### src/rtl/bf_pkg.sv
`default_nettype none
// ============================================================================
//  Module      : bf_pkg
//  Description : Definitions shared by the brainfuck core and its output path:
//                UART transmitter state encoding and the ASCII opcode bytes.
//  Revision    : 1.0 - initial release
// ============================================================================
package bf_pkg;

  // UART transmitter states. The encoding is fixed so that state values
  // stay the same between releases.
  typedef enum logic [1:0] {
    ST_IDLE  = 2'd0,
    ST_START = 2'd1,
    ST_DATA  = 2'd2,
    ST_STOP  = 2'd3
  } uart_state_e;

  // Bits per UART character (8N1 framing).
  localparam int C_UART_DATA_BITS = 8;

  // Brainfuck opcodes as the core decodes them.
  localparam logic [7:0] C_OP_INC        = 8'h2B;  // '+'
  localparam logic [7:0] C_OP_DEC        = 8'h2D;  // '-'
  localparam logic [7:0] C_OP_LEFT       = 8'h3C;  // '<'
  localparam logic [7:0] C_OP_RIGHT      = 8'h3E;  // '>'
  localparam logic [7:0] C_OP_OUT        = 8'h2E;  // '.'
  localparam logic [7:0] C_OP_IN         = 8'h2C;  // ','
  localparam logic [7:0] C_OP_LOOP_OPEN  = 8'h5B;  // '['
  localparam logic [7:0] C_OP_LOOP_CLOSE = 8'h5D;  // ']'

endpackage
`default_nettype wire

### src/rtl/stdout_uart_tx_if.sv
`default_nettype none
// ============================================================================
//  Module      : stdout_uart_tx_if
//  Description : Character output bus from the processor core: one byte and
//                a one-cycle valid strobe per character.
//  Revision    : 1.0 - initial release
// ============================================================================
interface stdout_uart_tx_if;

  logic [7:0] stdout;
  logic       stdout_en;

  // The processor core drives the bus.
  modport master (output stdout, output stdout_en);
  // The UART transmitter consumes the bus.
  modport slave  (input  stdout, input  stdout_en);

endinterface
`default_nettype wire

### src/rtl/byte_fifo.sv
`default_nettype none
// ============================================================================
//  Module      : byte_fifo
//  Description : Synchronous byte FIFO with a registered read port. A write
//                into a full FIFO is accepted only if a pop happens on the
//                same edge. There is no write-to-read bypass.
//  Revision    : 1.0 - initial release
// ============================================================================
module byte_fifo #(
  parameter int DEPTH = 8
) (
  input  wire logic                   clk,
  input  wire logic                   reset,    // asynchronous, active low
  input  wire logic                   wr_en,
  input  wire logic [7:0]             wr_data,
  input  wire logic                   rd_en,
  output logic      [7:0]             rd_data,
  output logic      [$clog2(DEPTH):0] count,
  output logic                        full,
  output logic                        empty
);

  localparam int                 C_AW   = $clog2(DEPTH);
  localparam logic [C_AW:0]      C_FULL = (C_AW + 1)'(DEPTH);

  logic [C_AW-1:0] wr_ptr_q, wr_ptr_d;
  logic [C_AW-1:0] rd_ptr_q, rd_ptr_d;
  logic [C_AW:0]   count_q,  count_d;
  logic [7:0]      rd_data_q, rd_data_d;
  logic [7:0]      mem_q [DEPTH];
  logic            do_push;
  logic            do_pop;

  // Push/pop qualification plus the next pointer, count and read-data values.
  // DEPTH is a power of two, so the pointers wrap on their own.
  always_comb begin
    do_pop    = rd_en && (count_q != '0);
    do_push   = wr_en && ((count_q != C_FULL) || do_pop);
    wr_ptr_d  = do_push ? wr_ptr_q + 1'b1 : wr_ptr_q;
    rd_ptr_d  = do_pop  ? rd_ptr_q + 1'b1 : rd_ptr_q;
    rd_data_d = do_pop  ? mem_q[rd_ptr_q] : rd_data_q;
    count_d   = count_q;
    case ({do_push, do_pop})
      2'b10:   count_d = count_q + 1'b1;
      2'b01:   count_d = count_q - 1'b1;
      default: count_d = count_q;
    endcase
  end

  // Pointer, count and read-data registers.
  always_ff @(posedge clk or negedge reset) begin
    if (!reset) begin
      wr_ptr_q  <= '0;
      rd_ptr_q  <= '0;
      count_q   <= '0;
      rd_data_q <= '0;
    end else begin
      wr_ptr_q  <= wr_ptr_d;
      rd_ptr_q  <= rd_ptr_d;
      count_q   <= count_d;
      rd_data_q <= rd_data_d;
    end
  end

  // Storage array. Reset is not needed because stale entries are never read.
  always_ff @(posedge clk) begin
    if (do_push) begin
      mem_q[wr_ptr_q] <= wr_data;
    end
  end

  assign rd_data = rd_data_q;
  assign count   = count_q;
  assign full    = (count_q == C_FULL);
  assign empty   = (count_q == '0);

endmodule
`default_nettype wire

### src/rtl/stdout_uart_tx.sv
`default_nettype none
// ============================================================================
//  Module      : stdout_uart_tx
//  Description : Buffers processor output bytes and sends them on a single
//                pin as 8N1 UART frames. Frames go out back to back while the
//                buffer has data. A sticky flag records dropped bytes.
//  Revision    : 1.0 - initial release
// ============================================================================
module stdout_uart_tx
  import bf_pkg::*;
#(
  parameter int CLKS_PER_BIT = 16,
  parameter int FIFO_DEPTH   = 8
) (
  input  wire logic                        clk,
  input  wire logic                        reset,   // asynchronous, active low
  stdout_uart_tx_if.slave                  cpu,
  output logic                             tx,
  output logic                             busy,
  output logic                             overflow,
  output logic [$clog2(FIFO_DEPTH):0]      fifo_count
);

  localparam logic [15:0] C_BAUD_LAST = 16'(CLKS_PER_BIT - 1);
  localparam logic [2:0]  C_LAST_BIT  = 3'(C_UART_DATA_BITS - 1);

  uart_state_e state_q,    state_d;
  logic [15:0] baud_q,     baud_d;
  logic [2:0]  bit_idx_q,  bit_idx_d;
  logic [7:0]  shift_q,    shift_d;
  logic        tx_q,       tx_d;
  logic        overflow_q, overflow_d;
  logic        bit_done;

  logic                         fifo_rd_en;
  logic [7:0]                   fifo_rd_data;
  logic [$clog2(FIFO_DEPTH):0]  fifo_cnt;
  logic                         fifo_full;
  logic                         fifo_empty;

  byte_fifo #(
    .DEPTH (FIFO_DEPTH)
  ) u_fifo (
    .clk     (clk),
    .reset   (reset),
    .wr_en   (cpu.stdout_en),
    .wr_data (cpu.stdout),
    .rd_en   (fifo_rd_en),
    .rd_data (fifo_rd_data),
    .count   (fifo_cnt),
    .full    (fifo_full),
    .empty   (fifo_empty)
  );

  // Frame sequencer: next state, baud timing, shifter and registered tx level.
  // The popped byte appears on the FIFO read port after the pop edge. It is
  // loaded into the shifter at the end of the start bit, because no other pop
  // can happen during the start bit.
  always_comb begin
    state_d    = state_q;
    baud_d     = baud_q;
    bit_idx_d  = bit_idx_q;
    shift_d    = shift_q;
    fifo_rd_en = 1'b0;
    bit_done   = (baud_q == C_BAUD_LAST);

    case (state_q)
      ST_IDLE: begin
        baud_d = '0;
        if (!fifo_empty) begin
          fifo_rd_en = 1'b1;
          state_d    = ST_START;
        end
      end
      ST_START: begin
        if (bit_done) begin
          baud_d    = '0;
          bit_idx_d = '0;
          shift_d   = fifo_rd_data;
          state_d   = ST_DATA;
        end else begin
          baud_d = baud_q + 16'd1;
        end
      end
      ST_DATA: begin
        if (bit_done) begin
          baud_d    = '0;
          shift_d   = {1'b0, shift_q[7:1]};
          bit_idx_d = bit_idx_q + 3'd1;
          if (bit_idx_q == C_LAST_BIT) begin
            state_d = ST_STOP;
          end
        end else begin
          baud_d = baud_q + 16'd1;
        end
      end
      ST_STOP: begin
        if (bit_done) begin
          baud_d = '0;
          if (!fifo_empty) begin
            fifo_rd_en = 1'b1;
            state_d    = ST_START;
          end else begin
            state_d    = ST_IDLE;
          end
        end else begin
          baud_d = baud_q + 16'd1;
        end
      end
      default: begin
        state_d = ST_IDLE;
        baud_d  = '0;
      end
    endcase

    case (state_d)
      ST_START: tx_d = 1'b0;
      ST_DATA:  tx_d = shift_d[0];
      default:  tx_d = 1'b1;
    endcase

    // A byte is dropped only when the FIFO is full and nothing leaves it on
    // the same edge.
    overflow_d = overflow_q | (cpu.stdout_en & fifo_full & ~fifo_rd_en);
  end

  // State, timing and output registers.
  always_ff @(posedge clk or negedge reset) begin
    if (!reset) begin
      state_q    <= ST_IDLE;
      baud_q     <= '0;
      bit_idx_q  <= '0;
      shift_q    <= '0;
      tx_q       <= 1'b1;
      overflow_q <= 1'b0;
    end else begin
      state_q    <= state_d;
      baud_q     <= baud_d;
      bit_idx_q  <= bit_idx_d;
      shift_q    <= shift_d;
      tx_q       <= tx_d;
      overflow_q <= overflow_d;
    end
  end

  assign tx         = tx_q;
  assign overflow   = overflow_q;
  assign fifo_count = fifo_cnt;
  assign busy       = (state_q != ST_IDLE) || (fifo_cnt != '0);

endmodule
`default_nettype wire

### src/flat_wrapper.sv
// flat-port wrapper written by rule: the top's interface ports become plain ports
module stdout_uart_tx_flat import bf_pkg::*;
#(
  parameter int CLKS_PER_BIT = 16,
  parameter int FIFO_DEPTH   = 8
)
  (clk, reset, tx, busy, overflow, fifo_count, cpu_stdout, cpu_stdout_en);
  stdout_uart_tx_if cpu_i ();
  input  wire logic clk;
  input  wire logic reset;
  output logic tx;
  output logic busy;
  output logic overflow;
  output logic [$clog2(FIFO_DEPTH):0] fifo_count;
  input wire logic [$bits(cpu_i.stdout)-1:0] cpu_stdout;
  input wire logic [$bits(cpu_i.stdout_en)-1:0] cpu_stdout_en;
  assign cpu_i.stdout = cpu_stdout;
  assign cpu_i.stdout_en = cpu_stdout_en;
  stdout_uart_tx #(.CLKS_PER_BIT(CLKS_PER_BIT), .FIFO_DEPTH(FIFO_DEPTH)) u_core (.clk(clk), .reset(reset), .cpu(cpu_i), .tx(tx), .busy(busy), .overflow(overflow), .fifo_count(fifo_count));
endmodule
### config.mk
export PLATFORM = sky130hd
export DESIGN_NAME = stdout_uart_tx_flat
export DESIGN_NICKNAME = d
export VERILOG_FILES = /design/src/rtl/bf_pkg.sv /design/src/rtl/stdout_uart_tx_if.sv /design/src/rtl/byte_fifo.sv /design/src/rtl/stdout_uart_tx.sv /design/src/flat_wrapper.sv
export SDC_FILE = /design/constraint.sdc
export NUM_CORES = 1
export LEC_CHECK = 0
export ABC_AREA = 1
export CAP_MARGIN = 10
export CORE_ASPECT_RATIO = 1.75
export CORE_MARGIN = 2
export CORE_UTILIZATION = 57
export CTS_BUF_LIST = sky130_fd_sc_hd__clkbuf_8
export CTS_CLUSTER_DIAMETER = 40
export DETAILED_ROUTE_END_ITERATION = 10
export PLACE_DENSITY = 0.85
export SYNTH_ARGS = -nofsm -noshare
export SYNTH_HDL_FRONTEND = slang
export SYNTH_SLANG_ARGS = --single-unit
### constraint.sdc
create_clock -name clk -period 2.6 [get_ports clk]
set_clock_uncertainty 0.1 [all_clocks]
set_input_delay 0.26 -clock clk [delete_from_list [all_inputs] [get_ports clk]]
set_output_delay 0.26 -clock clk [all_outputs]
set_load 0.05 [all_outputs]
==> results.md <==
* Bufs on Longest Clock Path at 2
* Vias in the first global route at between 3k and 4k
* Sequential Power Share at about 47%
* Placed Area at 0.00549 mm²
* Cell taking the most area after synthesis: edfxtp_1
* Fillers at 590
* Reg area at 0.00315 mm²
* # clock sinks at 113
* HPWL after DPL at 7000 µm
* Status: finished clean
* Clock share of power at between 30% and 40%
* CTS root buf: clkbuf_8
* Synth Net Count at 515
* Critical path peak fanout at 15
* Yosys top cell area share at 37.7%
* Crit start category: flop
* Maximum VDD drop at 820 µV
* Post-synth top cells: 96 x nand2_1, 67 x nor2_1, 64 x edfxtp_1, 48 x dfrtp_1, 47 x inv_1
* Residual DRC at 0
* R2r setup slk at 0.08 ns
* PD cells at 782 mW/mm²
* P_int at roughly 0.0034 W
* Area of the multi-input gates at 0.00177 mm²
* GRT Resource Usage Total at 24.1%
* CTS buffer count at 17
* Gr ovfl total at 0
* Seq cells post-synth at between 100 and 150
* CTS tree: done
* First-pass GRT wire length at 17100 µm
* Max-slew violation count at 0
* Max-cap viol count at 0
* Top-count cell post-synth: nand2_1
* Hold Fails Final Rpt at 0
* Port bufs at 17
* # IOs at 18
* Depth of the CTS H-tree at 4
* Antenna Violating Nets Remaining at 0
* RR Endpoint: u_core.u_fifo.count[3]
* R2R cell count at 14
* FFs w/ async S/R, synth at 43.4%
* Worst-Skew Late Latency at 0.44 ns
* Netlist cell types at 40
* Final setup viols at 0
* DR iter-0 viols at 258
* WL per Instance at approximately 17 µm
* Avg Inst Size Synth at 10.4 µm²
* Die width at 75.5 µm
* Antenna violations before repair at 0
* Hold Path Class: primary input to async pin
* Worst Setup End Kind: flop
* Layout cell share with drive strength beyond 1 at a little under a fifth
* Register area share after synthesis at ~62%
* Gate power share at 17.2%
* Switch share at 29.6%
* Area delta synth->final at 19.6%
* DIE AREA at 0.00976 mm²
* Starting Density at around three fifths
* DR vias/cell at ~5.7
* Min Clock Period, post-route at 2.52 ns
* Final Util at 70.4%
* Pwr Total at roughly 0.0048 W
* Ant diodes at 0
* Number of enable flip-flop cells after synthesis at 64
* Yosys warns at 0
* Clk slew on worst S/H paths at 0.08 ns
* Post-Syn Area at roughly 0.0051 mm²
* Core Area at 0.00867 mm²
* NetSw at 0.00141 W
* Tcrit/Tclk final at a little over nine tenths
* Req. time, crit path at roughly 2.8 ns
* Post-Layout Inst Area at 0.00610 mm²
* Least-Margin Pin Slew at ~0.54 ns
* Fmax at 397 MHz
* Vias at just under 4k
* Rel. slew slack at 64.2%
* Largest net degree at the start of global routing at 35
* Gpl congestion at 0.890
* Total Wirelength at 11200 µm
* Crit path kind: flop to flop
* CP Data Arrival Time at 2.74 ns
* Pre-antenna DRT Iters at 5
* Num rows at 45
* # nets final at about 570
* Worst r2r src: u_core.baud_q[11]
* Pleak at 2.58 nW
* Post-synthesis cell count at 492
* Die height at 129 µm
* Top_reg_cell synth: edfxtp_1
* Synth top area cells: edfxtp_1 38%, dfrtp_1 24%, nand2_1 7.1%
power groups by stage:
stage	registers [W]	logic [W]	clock network [W]
detailed placement	0.00224	0.000760	0
finish	0.00223	0.000819	0.00172
global route	0.00224	0.000894	0.00183
CTS	0.00221	0.000774	0.00173
global placement	0.00223	0.000726	0
floorplan	0.00235	0.000347	0
state kept, by name, indices dropped and copies added, names as in the netlist:
signal / flops
u_core.baud_q: 16
u_core.bit_idx_q: 3
u_core.overflow: 1
u_core.shift_q: 8
u_core.state_q: 2
u_core.tx: 1
u_core.u_fifo.count: 4
u_core.u_fifo.mem_q: 64
u_core.u_fifo.rd_data: 8
u_core.u_fifo.rd_ptr_q: 3
u_core.u_fifo.wr_ptr_q: 3
cell type report:
| type | count | share of cell area (%) |
|---|---|---|
| Multi-Input combinational cell | 314 | 29.0 |
| Sequential cell | 113 | 51.7 |
| Tap cell | 117 | 2.40 |
| Inverter | 51 | 3.16 |
| Clock inverter | 15 | 2.99 |
| Timing Repair Buffer | 51 | 6.91 |
| Clock buffer | 17 | 3.83 |
how the worst max path moves through the flow:
stage	from	endpoint	slack [ns]	cells past startpoint
after CTS	u_core.baud_q[11]	u_core.u_fifo.count[2]	0.002	16
after global routing	u_core.baud_q[11]	u_core.u_fifo.count[3]	-0.04	14
after global placement	u_core.baud_q[0]	u_core.u_fifo.count[2]	0.1	16
final	u_core.baud_q[11]	u_core.u_fifo.count[3]	0.08	14
after floorplan	u_core.state_q[0]	u_core.u_fifo.count[2]	0.06	16
after detailed placement	u_core.baud_q[0]	u_core.u_fifo.count[2]	-0.14	16
cells in the final DEF, fill, tap and decap left out, types with 5 or more instances in the layout:
master           Yosys  layout
o32ai_1             10      10
o22ai_1             11      11
inv_1               47      45
edfxtp_1            64      64
clkdlybuf4s50_1      0      15
mux2i_1              6       6
o21ai_0             34      32
nand3_1             22      22
nand2_1             96      94
a21oi_1              9       8
clkbuf_8             0      17
ha_1                12       9
inv_6                0       5
nor3_2               5       5
nor2_1              67      64
dfrtp_1             48      44
nor3_1               5       5
buf_4                0      33
o21ai_1              3       5
xor2_1               8       7
cell families after synthesis:
kind of cell / Yosys count / share of synthesized area, %
DFF: 113 / 61.7
and+or+nand+nor: 214 / 18.9
xor gates and xnor gates: 11 / 1.89
buffers and inverters: 65 / 5.05
muxes: 6 / 1.18
AOI/OAI and AO/OA: 71 / 8.36
adders and majority gates: 12 / 2.94
routing by layer:
metal | share of wire [%] | track usage, % | vias to the layer above
met3 | 4.3 | 6.30 | 40
met4 | 3.8 | 13.0 | 0
met5 | 0 | 0 | -
met1 | 35 | 23.3 | 1895
met2 | 57 | 44.4 | 149
li1 | - | - | 1770
repair_timing:
item / 4_1_cts / 5_1_grt
cloned: 0 / 0
setup buffers: 1 / 14
pin swaps: 1 / 14
endpoints found under the hold margin: 21 / 0
gates resized for setup: 6 / 15
hold buffers: 1 / 0
endpoints found under the setup margin: 4 / 3
metrics by stage:
stage                     setup slack, ns  instances  hold slack (ns)  TNS (ns)
after floorplan                    0.0577        492           -0.136         0
after global placement             0.0960        630            0.157         0
after detailed placement           -0.135        630            0.161    -0.182
after CTS                         0.00241        664            0.229         0
after global routing              -0.0371        678            0.293   -0.0817
final                              0.0820        678            0.228         0
worst max-delay path, stage by stage, from the launching register on:
cell and delay, ns:
dfrtp_1 0.41, nor2_1 0.16, nand2_1 0.12, nor2_4 0.15, nand2_4 0.08, o21ai_4 0.18, nand2_4 0.10, buf_4 0.15
clkinv_2 0.06, buf_4 0.19, ha_1 0.24, nand3_1 0.11, o21ai_1 0.09, nand3_1 0.10, xor2_1 0.15
Note: power is estimated with default switching activity, not from simulation.
